**src/rtl/vend_fsm_param.sv**
```systemverilog
// Parametrised guffin vending FSM: credits quarter/half/dollar pulses, vends at PRICE_Q, returns change.
// Optional feature macro: MULTI_VEND_EN (repeat vending while the remaining credit still covers the price).
module vend_fsm_param #(
  parameter int unsigned PRICE_Q  = 3,
  parameter int unsigned CREDIT_W = 4
) (
  input  logic                CLK,
  input  logic                RES,
  input  logic                quarter_in,
  input  logic                halfDollar_in,
  input  logic                dollar_in,
  input  logic                cancel,
  output logic                guffin,
  output logic                quarter_out,
  output logic                halfDollar_out,
  output logic                coin_reject,
  output logic                busy,
  output logic [CREDIT_W-1:0] credit,
  output logic [1:0]          state_code
);

  typedef enum logic [1:0] {
    S_IDLE   = 2'b00,
    S_ACCUM  = 2'b01,
    S_VEND   = 2'b10,
    S_CHANGE = 2'b11
  } state_e;

  localparam logic [CREDIT_W-1:0] PRICE = CREDIT_W'(PRICE_Q);
  localparam logic [CREDIT_W-1:0] ONE   = CREDIT_W'(1);
  localparam logic [CREDIT_W-1:0] TWO   = CREDIT_W'(2);
  localparam logic [CREDIT_W-1:0] FOUR  = CREDIT_W'(4);

  if (PRICE_Q < 1 || PRICE_Q > 12 || (PRICE_Q + 3) >= (1 << CREDIT_W)) begin : g_param_check
    $error("vend_fsm_param: PRICE_Q must be 1..12 and CREDIT_W must hold PRICE_Q+3");
  end

  state_e                state_q, state_d;
  logic [CREDIT_W-1:0]   credit_q, credit_d;
  logic                  coin_reject_q, coin_reject_d;
  logic                  any_coin, multi_coin;
  logic [CREDIT_W-1:0]   coin_val, sum, rem;

  always_comb begin
    any_coin   = quarter_in | halfDollar_in | dollar_in;
    multi_coin = (quarter_in & halfDollar_in) | (quarter_in & dollar_in) | (halfDollar_in & dollar_in);
    if (dollar_in)          coin_val = FOUR;
    else if (halfDollar_in) coin_val = TWO;
    else if (quarter_in)    coin_val = ONE;
    else                    coin_val = '0;
    sum = credit_q + coin_val;
    rem = credit_q - PRICE;

    state_d       = state_q;
    credit_d      = credit_q;
    coin_reject_d = 1'b0;

    unique case (state_q)
      S_IDLE, S_ACCUM: begin
        if (multi_coin) begin
          coin_reject_d = 1'b1;
          if (state_q == S_ACCUM && cancel) state_d = S_CHANGE;
        end else begin
          // Coin is credited before cancel is honoured, so a coin that reaches the price still vends.
          credit_d = sum;
          if (sum >= PRICE)                       state_d = S_VEND;
          else if (state_q == S_ACCUM && cancel)  state_d = S_CHANGE;
          else if (sum != '0)                     state_d = S_ACCUM;
        end
      end
      S_VEND: begin
        coin_reject_d = any_coin;
        credit_d      = rem;
`ifdef MULTI_VEND_EN
        if (rem >= PRICE)    state_d = S_VEND;
        else if (rem != '0)  state_d = S_CHANGE;
        else                 state_d = S_IDLE;
`else
        if (rem != '0)       state_d = S_CHANGE;
        else                 state_d = S_IDLE;
`endif
      end
      S_CHANGE: begin
        coin_reject_d = any_coin;
        if (credit_q >= TWO)      credit_d = credit_q - TWO;
        else if (credit_q != '0)  credit_d = credit_q - ONE;
        if (credit_d == '0) state_d = S_IDLE;
      end
      default: state_d = S_IDLE;
    endcase
  end

  always_ff @(posedge CLK) begin
    if (RES) begin
      state_q       <= S_IDLE;
      credit_q      <= '0;
      coin_reject_q <= 1'b0;
    end else begin
      state_q       <= state_d;
      credit_q      <= credit_d;
      coin_reject_q <= coin_reject_d;
    end
  end

  assign state_code     = state_q;
  assign credit         = credit_q;
  assign guffin         = (state_q == S_VEND);
  assign busy           = (state_q == S_VEND) || (state_q == S_CHANGE);
  assign halfDollar_out = (state_q == S_CHANGE) && (credit_q >= TWO);
  assign quarter_out    = (state_q == S_CHANGE) && (credit_q == ONE);
  assign coin_reject    = coin_reject_q;

endmodule

```
**config.mk**
```make
export PLATFORM = sky130hd
export DESIGN_NAME = vend_fsm_param
export DESIGN_NICKNAME = d
export VERILOG_FILES = /design/src/rtl/vend_fsm_param.sv
export SDC_FILE = /design/constraint.sdc
export NUM_CORES = 1
export LEC_CHECK = 0
export CELL_PAD_IN_SITES_DETAIL_PLACEMENT = 1
export CELL_PAD_IN_SITES_GLOBAL_PLACEMENT = 1
export CORE_AREA = 4 4 52 54
export CTS_CLUSTER_SIZE = 10
export DETAILED_ROUTE_END_ITERATION = 10
export DIE_AREA = 0 0 56 58
export PLACE_DENSITY = 0.86
export SLEW_MARGIN = 20
export SYNTH_ARGS = -nofsm -noshare
export SYNTH_HDL_FRONTEND = slang
export SYNTH_SLANG_ARGS = --single-unit
```
**constraint.sdc**
```tcl
create_clock -name CLK -period 2.4 [get_ports CLK]
set_input_delay 0.24 -clock CLK [delete_from_list [all_inputs] [get_ports CLK]]
set_output_delay 0.24 -clock CLK [all_outputs]
set_load 0.005 [all_outputs]
```
==> impl_metrics.yaml <==
min_path:
  hp-class: "in -> reg"
power_and_ir_drop:
  total_power_mw: 1.30
  pwr-share-comb_pct: 70.7
  p_clk_share_pct: 9.4
  p_int_mw: 0.696
  switching_share_pct: 46.5
  p_seq_share_pct: 19.8
  p_leak_nw: 0.466
  ir_drop_v: 0.000528
  p_per_area_nw_per_um2: 1230
  p_sw_mw: 0.604
grt:
  antenna_found_initial: 0
  grt_usage_pct: 15.3
  grt_pass1_vias: 841
  grt_pass1_wl_um: 3880
  grt_max_degree: 11
  overflow: 0
run:
  max_cap_viol_count: 0
worst_setup_path:
  cp_cell_sequence: "clkdlybuf4s50_1, nor3b_2, ha_1, inv_1, fa_1, nand2_1, o41ai_1, buf_4, a221oi_1"
  path_class: "in -> reg"
  critPathLaunchType: "input port"
  cp.arrival_ns: 2.39
  crit_buf_inv: 3
  crit_slowest_cell: "fa_1"
  end_kind: "register"
  worst-path-max-fanout: 2
  cpPeakStageDelay_ns: 0.52
  worstPathRequired_ns: 2.53
  crit_family: "buffers and inverters"
cts:
  clkSinkCount: 7
  cts.reportedPaths.clkPinSlew_ns: 0.07
  cts_buffers: 3
  htree_levels: 1
  max-clock-path-buffers: 2
  cts_tree: "done"
  clockRootBuffer: "clkbuf_4"
  clk_latency_ns: 0.28
logic_synthesis:
  synthCells: 94
  ys_top_cells_by_area: "dfxtp_1 19%, ha_1 17%, xnor2_1 7.0%"
  ys_ff_latch: 7
  yosysTopAreaCell: "dfxtp_1"
  synth_warnings: 0
  synthesis.area_um2: 751
  synth_cell_types: 34
  ys_seq_area_share_pct: 18.7
  synth_top_area_share_pct: 18.7
  syn_nets: 111
  syn_area_per_cell_um2: 7.99
floorplan:
  dieArea_um2: 3250
  placementRows: 17
  start_util_pct: 33.9
  die_h_um: 58
  core_um2: 2210
  io_pins: 17
  die_w_um: 56
routing:
  drt-total-wl_um: 2460
  drt-initial-drc-count: 14
  antenna_left: 0
  firstDrtPassIters: 4
  drc: 0
  vias_per_cell: 5.41
  post_drt_wl_per_cell_um: 16.4
  dr_total_vias: 812
sta:
  finalCriticalPeriod_ns: 2.26
  fmax_mhz: 443
  fin_skew_ns: 0.0138
  finalSetupViolations: 0
  final.setup.worst_slack_ns: 0.143
  holdWs_ns: 0.373
  rsz0062_at_grt: "no"
  slew_violations: 0
  fin_crit_sh_pct: 94.0
  hold_viol_final: 0
  tightest_slew_ns: 0.464
  relSlewSlack_pct: 69.0
status:
  status: "completed"
finish:
  syn2layout_area_growth_pct: 40.8
  drive_gt1_share_pct: 17.2
  n_antenna_cell: 0
  layout.cells.non_filler: 150
  final_cell_area_um2: 1060
  final_nets: 140
placed_design:
  pre_cts_ws_ns: -0.205
  io_buffers: 16
  placed_cells_incl_taps: 146
  dp_hpwl_um: 1920
  place_area_um2: 1020
  place_congestion: 0.861
-- cell families (layout without fill, tap and decap cells) --
logic type	after synthesis	in the layout	synth area share [%]
fa+ha+maj	12	12	20.7
buf+inv	13	41	7.00
compound gates	20	20	20.8
xor+xnor	7	7	8.17
simple gates	33	33	22.0
mux	2	2	2.67
flops	7	7	18.7
-- path summary, 6_finish.rpt --
path / from / slack [ns] / cells past startpoint / to
setup reg to reg: credit[0] / 0.36 / 7 / state_code[1]
hold / removal: halfDollar_in / 0.37 / 3 / coin_reject
hold reg to reg: state_code[1] / 0.60 / 2 / coin_reject
setup / recovery: quarter_in / 0.14 / 9 / state_code[1]
-- cells in the final DEF (no fill, tap or decap), types with 3 or more instances in the layout --
cell type	Yosys	layout
xnor2_1	6	6
nand2_1	10	10
dfxtp_1	7	7
nor2_1	8	8
clkbuf_4	0	3
a21oi_1	5	5
nand3_1	3	3
buf_4	1	13
inv_1	8	8
clkdlybuf4s50_1	0	14
ha_1	10	10
-- routing by layer --
layer | share of wire (%) | up-vias | global-route usage [%]
met4 | 1.6 | 0 | 8.81
met2 | 52 | 18 | 28.4
met1 | 44 | 393 | 16.5
li1 | - | 394 | -
met3 | 2.8 | 7 | 2.23
met5 | 0 | - | 0
-- Yosys cell counts (all sizes together) --
cell,instances
mux2i,2
nor4b,1
nand3,3
a41oi,1
a221oi,4
a21oi,6
fa,1
a211oi,1
nand2b,1
xnor2,6
inv,8
or3,1
nor3,2
buf,1
nor3b,1
and2,1
nand2,10
nor4,2
clkbuf,4
o311ai,1
dfxtp,7
nor2,8
a21o,2
or4,2
ha,10
xor2,1
o21ai,2
o31ai,1
nor2b,1
o41ai,2
maj3,1
-- sequential cells by signal, summed over array words and instances (netlist names) --
signal	count
state_code	2
coin_reject	1
credit	4
-- area by class of cell --
cell class                      count  area, µm²
Fill cell                         277       1150
Multi-Input combinational cell     74        563
Sequential cell                     7        140
Clock buffer                        4       26.3
Tap cell                           28       35.0
Inverter                            8       30.0
Timing Repair Buffer               29        263
-- stage by stage --
step	util, %	TNS [ns]
finish	47.8	0
global route	47.8	0
CTS	47.3	0
detailed placement	46.2	-0.402
global placement	46.2	-0.186
floorplan	-	0
-- power by group through the flow --
stage                     sequential [mW]  clock [mW]  combinational [mW]
after CTS                           0.256       0.121               0.922
final                               0.258       0.123               0.920
after detailed placement            0.260           0               0.918
after global routing                0.267       0.129                1.01
after global placement              0.255           0               0.873
after floorplan                     0.215           0               0.582
-- worst min-delay path, cell delays in order --
cell and delay [ns]:
dlymetal6s2s_1 0.17, nor3_1 0.08, nor3_1 0.11
-- what timing repair did --
item	in CTS	in global routing
hold buffers	0	0
gates resized for setup	0	3
setup endpoints to repair	0	2
buffers inserted	0	0
Note: power is estimated with default switching activity, not from simulation.
